`src/rtl/dcache_ctrl.sv`:
```
// Direct-mapped, write-back, write-allocate data cache controller: 16 lines x 128-bit blocks.
// Hits complete in the request cycle; misses stall through an optional writeback and a block fill.
module dcache_ctrl (
   input  logic         clk_i,
   input  logic         rst_i,
   input  logic [31:0]  p1_addr_i,
   input  logic [31:0]  p1_data_i,
   input  logic         p1_MemRead_i,
   input  logic         p1_MemWrite_i,
   output logic [31:0]  p1_data_o,
   output logic         p1_stall_o,
   output logic [31:0]  mem_addr_o,
   output logic [127:0] mem_data_o,
   output logic         mem_enable_o,
   output logic         mem_write_o,
   input  logic [127:0] mem_data_i,
   input  logic         mem_ack_i
);

   typedef enum logic [1:0] {
      IDLE      = 2'd0,
      WRITEBACK = 2'd1,
      ALLOCATE  = 2'd2
   } state_t;

   state_t state, state_next;

   logic [15:0]  valid;
   logic [15:0]  dirty;
   logic [23:0]  tag_mem  [16];
   logic [127:0] data_mem [16];

   logic [23:0] req_tag;
   logic [3:0]  idx;
   logic [1:0]  word_sel;
   logic        req;
   logic        hit;
   logic        store_hit;
   logic        fill;
   logic        addr_unused;

   assign req_tag     = p1_addr_i[31:8];
   assign idx         = p1_addr_i[7:4];
   assign word_sel    = p1_addr_i[3:2];
   assign addr_unused = ^p1_addr_i[1:0];

   // A request with both strobes high behaves as a store.
   assign req       = p1_MemRead_i | p1_MemWrite_i;
   assign hit       = valid[idx] && (tag_mem[idx] == req_tag);
   assign store_hit = (state == IDLE) && p1_MemWrite_i && hit;
   assign fill      = (state == ALLOCATE) && mem_ack_i;

   always_comb begin
      state_next   = state;
      p1_stall_o   = 1'b0;
      p1_data_o    = '0;
      mem_enable_o = 1'b0;
      mem_write_o  = 1'b0;
      mem_addr_o   = {req_tag, idx, 4'b0000};
      mem_data_o   = data_mem[idx];
      case (state)
         IDLE: begin
            if (req) begin
               if (hit) begin
                  if (!p1_MemWrite_i) begin
                     p1_data_o = data_mem[idx][{word_sel, 5'b00000} +: 32];
                  end
               end else begin
                  p1_stall_o = 1'b1;
                  state_next = (valid[idx] && dirty[idx]) ? WRITEBACK : ALLOCATE;
               end
            end
         end
         WRITEBACK: begin
            p1_stall_o   = 1'b1;
            mem_enable_o = 1'b1;
            mem_write_o  = 1'b1;
            mem_addr_o   = {tag_mem[idx], idx, 4'b0000};
            if (mem_ack_i) begin
               state_next = ALLOCATE;
            end
         end
         ALLOCATE: begin
            p1_stall_o   = 1'b1;
            mem_enable_o = 1'b1;
            if (mem_ack_i) begin
               state_next = IDLE;
            end
         end
         default: state_next = IDLE;
      endcase
      // Reset must silence the pipeline and memory handshakes without waiting for a clock.
      if (rst_i) begin
         p1_stall_o   = 1'b0;
         p1_data_o    = '0;
         mem_enable_o = 1'b0;
         mem_write_o  = 1'b0;
      end
   end

   always_ff @(posedge clk_i or posedge rst_i) begin
      if (rst_i) begin
         state <= IDLE;
         valid <= '0;
         dirty <= '0;
      end else begin
         state <= state_next;
         if (fill) begin
            valid[idx] <= 1'b1;
            dirty[idx] <= 1'b0;
         end else if (store_hit) begin
            dirty[idx] <= 1'b1;
         end
      end
   end

   // Tags and data need no reset: valid bits gate every use of them.
   always_ff @(posedge clk_i) begin
      if (fill) begin
         tag_mem[idx]  <= req_tag;
         data_mem[idx] <= mem_data_i;
      end else if (store_hit) begin
         data_mem[idx][{word_sel, 5'b00000} +: 32] <= p1_data_i;
      end
   end

endmodule

```
`config.mk`:
```
export PLATFORM = sky130hd
export DESIGN_NAME = dcache_ctrl
export DESIGN_NICKNAME = d
export VERILOG_FILES = /design/src/rtl/dcache_ctrl.sv
export SDC_FILE = /design/constraint.sdc
export NUM_CORES = 2
export LEC_CHECK = 0
export CAP_MARGIN = 5
export CORE_ASPECT_RATIO = 1.25
export CORE_UTILIZATION = 30
export DETAILED_ROUTE_END_ITERATION = 10
export HOLD_SLACK_MARGIN = 0.05
export PLACE_DENSITY_LB_ADDON = 0.15
export SYNTH_ARGS = -nofsm -noshare
export SYNTH_HDL_FRONTEND = slang
export SYNTH_SLANG_ARGS = --single-unit
```
`constraint.sdc`:
```
create_clock -name clk_i -period 7.55 [get_ports clk_i]
set_input_delay 1.51 -clock clk_i [delete_from_list [all_inputs] [get_ports clk_i]]
set_output_delay 1.51 -clock clk_i [all_outputs]
set_load 0.005 [all_outputs]
```
* After elaboration in Yosys (flattened, before gate mapping)
Memories as Yosys holds them, arrays and structs flattened.
Index checks and enable logic that the tools add are counted.
** Storage, ports and cells
- Memories kept :: 2
- Bits in latches :: 0
- ROM bits :: 0
- Output and inout port bits :: 195
- Flip-flop bits (word level) :: 34
- Logic and storage cells :: 322
- Memory bits (writable) :: 2432
** Memory list
- data_mem :: depth 16, width 128, read ports 1, clocked after Yosys merged registers in 0, wr ports 1, RTL line 31 : logic [127:0] data_mem [16];
- tag_mem :: depth 16, width 24, read ports 1, clocked after Yosys merged registers in 0, wr ports 1, RTL line 30 : logic [23:0] tag_mem [16];
** Cells by class
- $lt $le $gt $ge :: 2
- Bitwise gates (word level) :: 133
- Add/sub/neg operators :: 1
- Shift-type cells :: 3
- Equality and inequality tests :: 7
- Multiply operators :: 0
- Divide/modulo/power cells :: 0
- Reductions and logical operators :: 10
- Mux-type cells :: 161
** Operators with widths (count)
- $mux W32 :: 6
- $mux W1 :: 142
- $or A1 B1 Y1 :: 129
- $mux W128 :: 1
- $shift A32 B9 Y128 const A :: 1
- $shiftx A128 B8 Y32 :: 1
- $shiftx A32 B9 Y128 :: 1
- $mux W16 :: 2
- $or A16 B16 Y16 :: 2
- $eq A24 B24 Y1 :: 1
- $and A16 B16 Y16 :: 1
- $not A16 Y16 :: 1
- $mux W2 :: 5
- $neg A7 Y9 :: 1
- $bmux W1 S4 :: 2
- $ne A2 B2 Y1 const B :: 4
- $logic_and A1 B1 Y1 :: 6
- $pmux W2 S3 :: 1
- $lt A4 B5 Y1 const B :: 1
- $demux W1 S4 :: 1
- $ge A4 B1 Y1 const B :: 1
- $reduce_and A4 Y1 :: 1
- $eq A2 B1 Y1 const B :: 1
- $eq A2 B2 Y1 const B :: 1
- 4 further kinds :: 4

* Depth between registers and ports, before layout
- Depth in word-level cells :: 8
- Gate-level depth with buffers :: 16
- Mapped depth without buffers :: 9

* Worst setup path before layout
OpenSTA, ideal clock, no wires.
- Kind :: in2out
- Start :: in p1_addr_i[4]
- End :: out p1_data_o[0]
- Required time :: 6.040 ns
- Buffers on the path :: 7
- Arrival time :: 4.945 ns
- Cell stages on the path :: 11
- Slack :: 1.095 ns
- Cells stage by stage :: buf_2 > buf_4 > buf_2 > buf_2 > clkbuf_1 > clkbuf_1 > buf_1 > mux4_2 > mux4_2 > mux4_2 > nor2b_1
** On the way
- Longest elaborated chain between the ends :: 7
- Elaborated cells between the ends (all ways) :: 12
** Ends and longest elaborated chain
- start, declared :: RTL line 6 : input logic [31:0] p1_addr_i,
- $mem_v2 Z16 W128
- named net mem_data_o[0] :: RTL line 13 : output logic [127:0] mem_data_o,
- $shiftx A128 B8 Y32 :: RTL line 66 : p1_data_o = data_mem[idx][{word_sel, 5'b00000} +: 32];
- $mux W32 :: RTL line 65 : if (!p1_MemWrite_i) begin
- $mux W32 :: RTL line 64 : if (hit) begin
- $mux W32 :: RTL line 63 : if (req) begin
- $mux W32 :: RTL line 61 : case (state)
- $mux W32 :: RTL line 93 : if (rst_i) begin
- end, declared :: RTL line 10 : output logic [31:0] p1_data_o,
The timed path passes the listed nets, and every way through them passes these cells. The select of a mux whose other input is x is not followed.

* Final worst setup path
- Start :: in p1_addr_i[5]
- End :: out p1_data_o[11]
** On the way
- Longest elaborated chain between the ends :: 7
- Elaborated cells between the ends (all ways) :: 12
** Ends and longest elaborated chain (RTL line)
- $mem_v2 Z16 W128 (tied with other cells)
- $shiftx A128 B8 Y32 (tied with other cells) :: 66
- $mux W32 or $logic_and A1 B1 Y1 (tied branches) :: 65, 49
- $mux W32 * :: 64
- $mux W32 * :: 63
- $mux W32 * :: 61
- $mux W32 * :: 93
Every way passes the cells marked *; elsewhere a longest branch is shown, timed or not. The select of a mux whose other input is x is not followed.

==> flow_summary.yaml <==
logic_synthesis:
  ys_seq_area_share_pct: 75.2
  synth_compound_area_share_pct: 1.40
  syn_area_per_cell_um2: 21.9
  muxShareOfSynthArea_pct: 19.4
  synthSimpleGateAreaFrac_pct: 1.90
  synth_top_family_by_area: "multiplexers"
  synth_xor_area_share_pct: 0.152
  synthAdderAreaFrac_pct: 0.115
  synthArstFlopShare_pct: 1.38
  syn_inst: 4481
  synth_edf_count: 2432
  synth_cell_type_count: 72
  yosys_warnings: 0
  synth_ff_type: "edfxtp_1"
  synth_seq_cells: 2466
  syn_area_um2: 98200
clocking:
  clock_sinks: 2466
  cts_buffers: 273
  clock_latency_ns: 0.87
  clk_pin_slew_ns: 0.06
  cts_setup_buffers: 0
  cts-resized-gates: 0
  postCtsHoldBufs: 0
  cts_root_buf: "clkbuf_16"
  cts_buffer_depth: 4
  cts_tree: "yes"
  cts_max_level: 5
sta:
  period_share_pct: 98.0
  slew_headroom_pct: 16.5
  slew_violations: 0
  finalCriticalPeriod_ns: 7.40
  hold_viol: 0
  fin_setup_tns_ns: 0
  hold_ws_ns: 0.464
  max_freq_mhz: 135
  worstMarginPinSlew_ns: 1.22
  fin_worst_skew_ns: 0.0845
  rsz0062_at_grt: "false"
  finalSetupViolations: 0
setup_path:
  timing.rr.start: "tag_mem[13][10]"
  rr_worst_depth: 12
  crit_path_cell_trace: "buf_8 > buf_4 > mux4_2 > a22oi_1 > and3_1 > a311o_1 > a2111oi_0 > buf_4 > nor3b_1 > nand4_1 > buf_12 > nor2b_1 > buf_4 > clkdlybuf4s50_1"
  arrival_ns: 5.89
  cp_common_cell: "buf_4"
  cp-end-kind: "output pin"
  cp-start-kind: "primary input"
  r2r_slack_ns: 2.17
  r2r-end: "data_mem[10][4]"
  required_ns: 6.04
  path_class: "primary input to output pin"
  crit_slowest_cell: "buf_8"
  max_stage_delay_ns: 0.51
  cp_max_fo: 60
grt:
  grtUsageTotal_pct: 19.9
  grt_max_degree: 130
  grt_pass1_wl_mm: 446
  grt_pass1_vias: 51568
  grt_antenna_before_repair: 41
  grt_overflow_total: 0
pwr:
  max-vdd-ir-drop_v: 0.000171
  p_clk_share_pct: 41.2
  leakage_nw: 37.9
  sw_frac_of_total_pct: 23.4
  power_density_nw_per_um2: 260
  p_comb_share_pct: 8.7
  switchingPower_mw: 7.20
  intPower_mw: 23.5
  p_seq_share_pct: 50.1
route:
  drt-wirelength-per-cell_um: 34.0
  met2_length_mm: 162
  via_per_inst: 5.09
  drt-initial-drc-count: 4884
  wl_met3_mm: 22.7
  vias: 49502
  first_pass_iters: 5
  drc: 0
  wl_mm: 330
  postRouteAntennaNets: 0
  dr.max_layer_used: "met5"
  wirelength_met1_mm: 137
floorplanning:
  pin_count: 392
  die_h_um: 642
  rows: 234
  die_x_um: 514
  core_um2: 325000
  start_util_pct: 30.2
  die_area_um2: 330000
final_layout:
  n_fill_cell: 29936
  regArea_um2: 73900
  drive_above_1_share_pct: 28.7
  postLayoutCellArea_um2: 118000
  syn_to_final_growth_pct: 20.5
  layout.nets: 5370
  multi_input_area_um2: 23400
worst_hold_path:
  hold_path.startpoint: "valid[7]"
  worstHoldEndpoint: "valid[7]"
  hold_path_class: "flop to flop"
  holdPathStages: 1
place:
  place_area_um2: 110000
  port_buffers: 385
  place_hpwl_mm: 205
  globalplace.congestion: 0.780
run_status:
  status: "finished, final reports clean"
flow_run:
  drv_cap: 0
[cells in the mapped netlist (6+ instances only)]
cell type,count,share of area (%)
a21oi_1,84,0.43
a22o_1,6,0.054
a22oi_1,26,0.20
a31oi_1,7,0.045
buf_1,65,0.25
buf_2,16,0.082
buf_4,24,0.18
buf_6,19,0.22
clkbuf_1,131,0.50
dfrtp_1,34,0.87
edfxtp_1,2432,74
ha_1,9,0.11
inv_1,145,0.55
mux2_2,41,0.47
mux2i_1,224,2.3
mux4_2,725,17
nand2_1,183,0.70
nand2b_1,9,0.057
nand3_1,10,0.051
nor2_1,59,0.23
nor2b_1,45,0.29
nor3_1,13,0.066
o211ai_1,6,0.046
o21ai_0,14,0.071
o22a_1,16,0.14
o22ai_1,11,0.070
or2_2,21,0.13
xnor2_1,15,0.13
[cell families (layout without fill, tap and decap cells)]
logic type	after synthesis	in the layout
AO/OA/AOI/OAI	208	208
XOR/XNOR	17	17
adder cells (fa/ha/maj)	9	9
buffers and inverters	405	1271
flip-flops	2466	2466
multiplexers	991	991
other	1	8
AND/OR/NAND/NOR	384	384
[power by group through the flow]
| stage | clock network (mW) | logic, mW | registers, mW |
|---|---|---|---|
| 2_1_floorplan | 0 | 1.22 | 15.7 |
| 3_3_place_gp | 0 | 2.71 | 15.7 |
| 3_5_place_dp | 0 | 2.73 | 15.7 |
| 4_1_cts | 13.0 | 2.74 | 15.4 |
| 5_1_grt | 13.4 | 2.82 | 15.4 |
| 6_report | 12.7 | 2.69 | 15.4 |
[layout by cell type (no fill, tap or decap), drive strengths merged, types with 21 or more instances in the layout]
| cell | netlist | routed |
|---|---|---|
| mux2 | 41 | 41 |
| mux4 | 725 | 725 |
| edfxtp | 2432 | 2432 |
| mux2i | 225 | 225 |
| nor2 | 60 | 60 |
| nor2b | 45 | 45 |
| or2 | 21 | 21 |
| inv | 146 | 156 |
| buf | 124 | 282 |
| clkdlybuf4s50 | 0 | 378 |
| clkinv | 4 | 95 |
| a22oi | 26 | 26 |
| nand2 | 183 | 183 |
| dfrtp | 34 | 34 |
| clkbuf | 131 | 337 |
| a21oi | 84 | 84 |
[critical path: cells and delay by family]
family | cells | cell delay [ns]
compound gates | 3 | 0.92
buf+inv | 6 | 2.00
mux | 1 | 0.23
simple gates | 4 | 1.02
[registers in the layout (all words and copies together) (netlist names), named ones only]
register  count
state         2
data_mem   2048
valid        16
tag_mem     384
[how the worst max path moves through the flow]
stage / start / slack, ns / end / cells past startpoint
6_report: p1_addr_i[5] / 0.15 / p1_data_o[11] / 14
5_1_grt: p1_addr_i[5] / 0.03 / p1_data_o[11] / 14
4_1_cts: p1_addr_i[5] / 0.20 / p1_data_o[11] / 14
3_5_place_dp: p1_addr_i[5] / 0.21 / p1_data_o[11] / 14
3_3_place_gp: p1_addr_i[5] / 0.21 / p1_stall_o / 14
2_1_floorplan: p1_addr_i[4] / 1.09 / p1_data_o[0] / 11
[per-stage QoR]
step / util, % / power, mW / cells / setup WS [ns]
6_report: 36.4 / 30.7 / 9720 / 0.154
3_3_place_gp: 33.8 / 18.4 / 9240 / 0.212
3_5_place_dp: 33.8 / 18.4 / 9240 / 0.215
2_1_floorplan: - / 16.9 / 4484 / 1.09
4_1_cts: 36.3 / 31.1 / 9701 / 0.201
5_1_grt: 36.4 / 31.7 / 9717 / 0.0293
[final cells by class]
cell class,count,share of cell area (%)
timing repair buffer,660,5.73
clock buffer,337,6.10
multi-input combinational,1613,19.8
antenna,4,0.00846
inverter,150,0.476
tap,4366,4.62
sequential,2466,62.4
clock inverter,124,0.842
[layer usage]
metal	GRT usage, %	up-vias
met2	33.4	1645
met1	26.5	27431
met3	3.59	355
met5	0	-
met4	4.92	4
li1	-	20067
No activity file was read; power rests on OpenSTA's default activity.
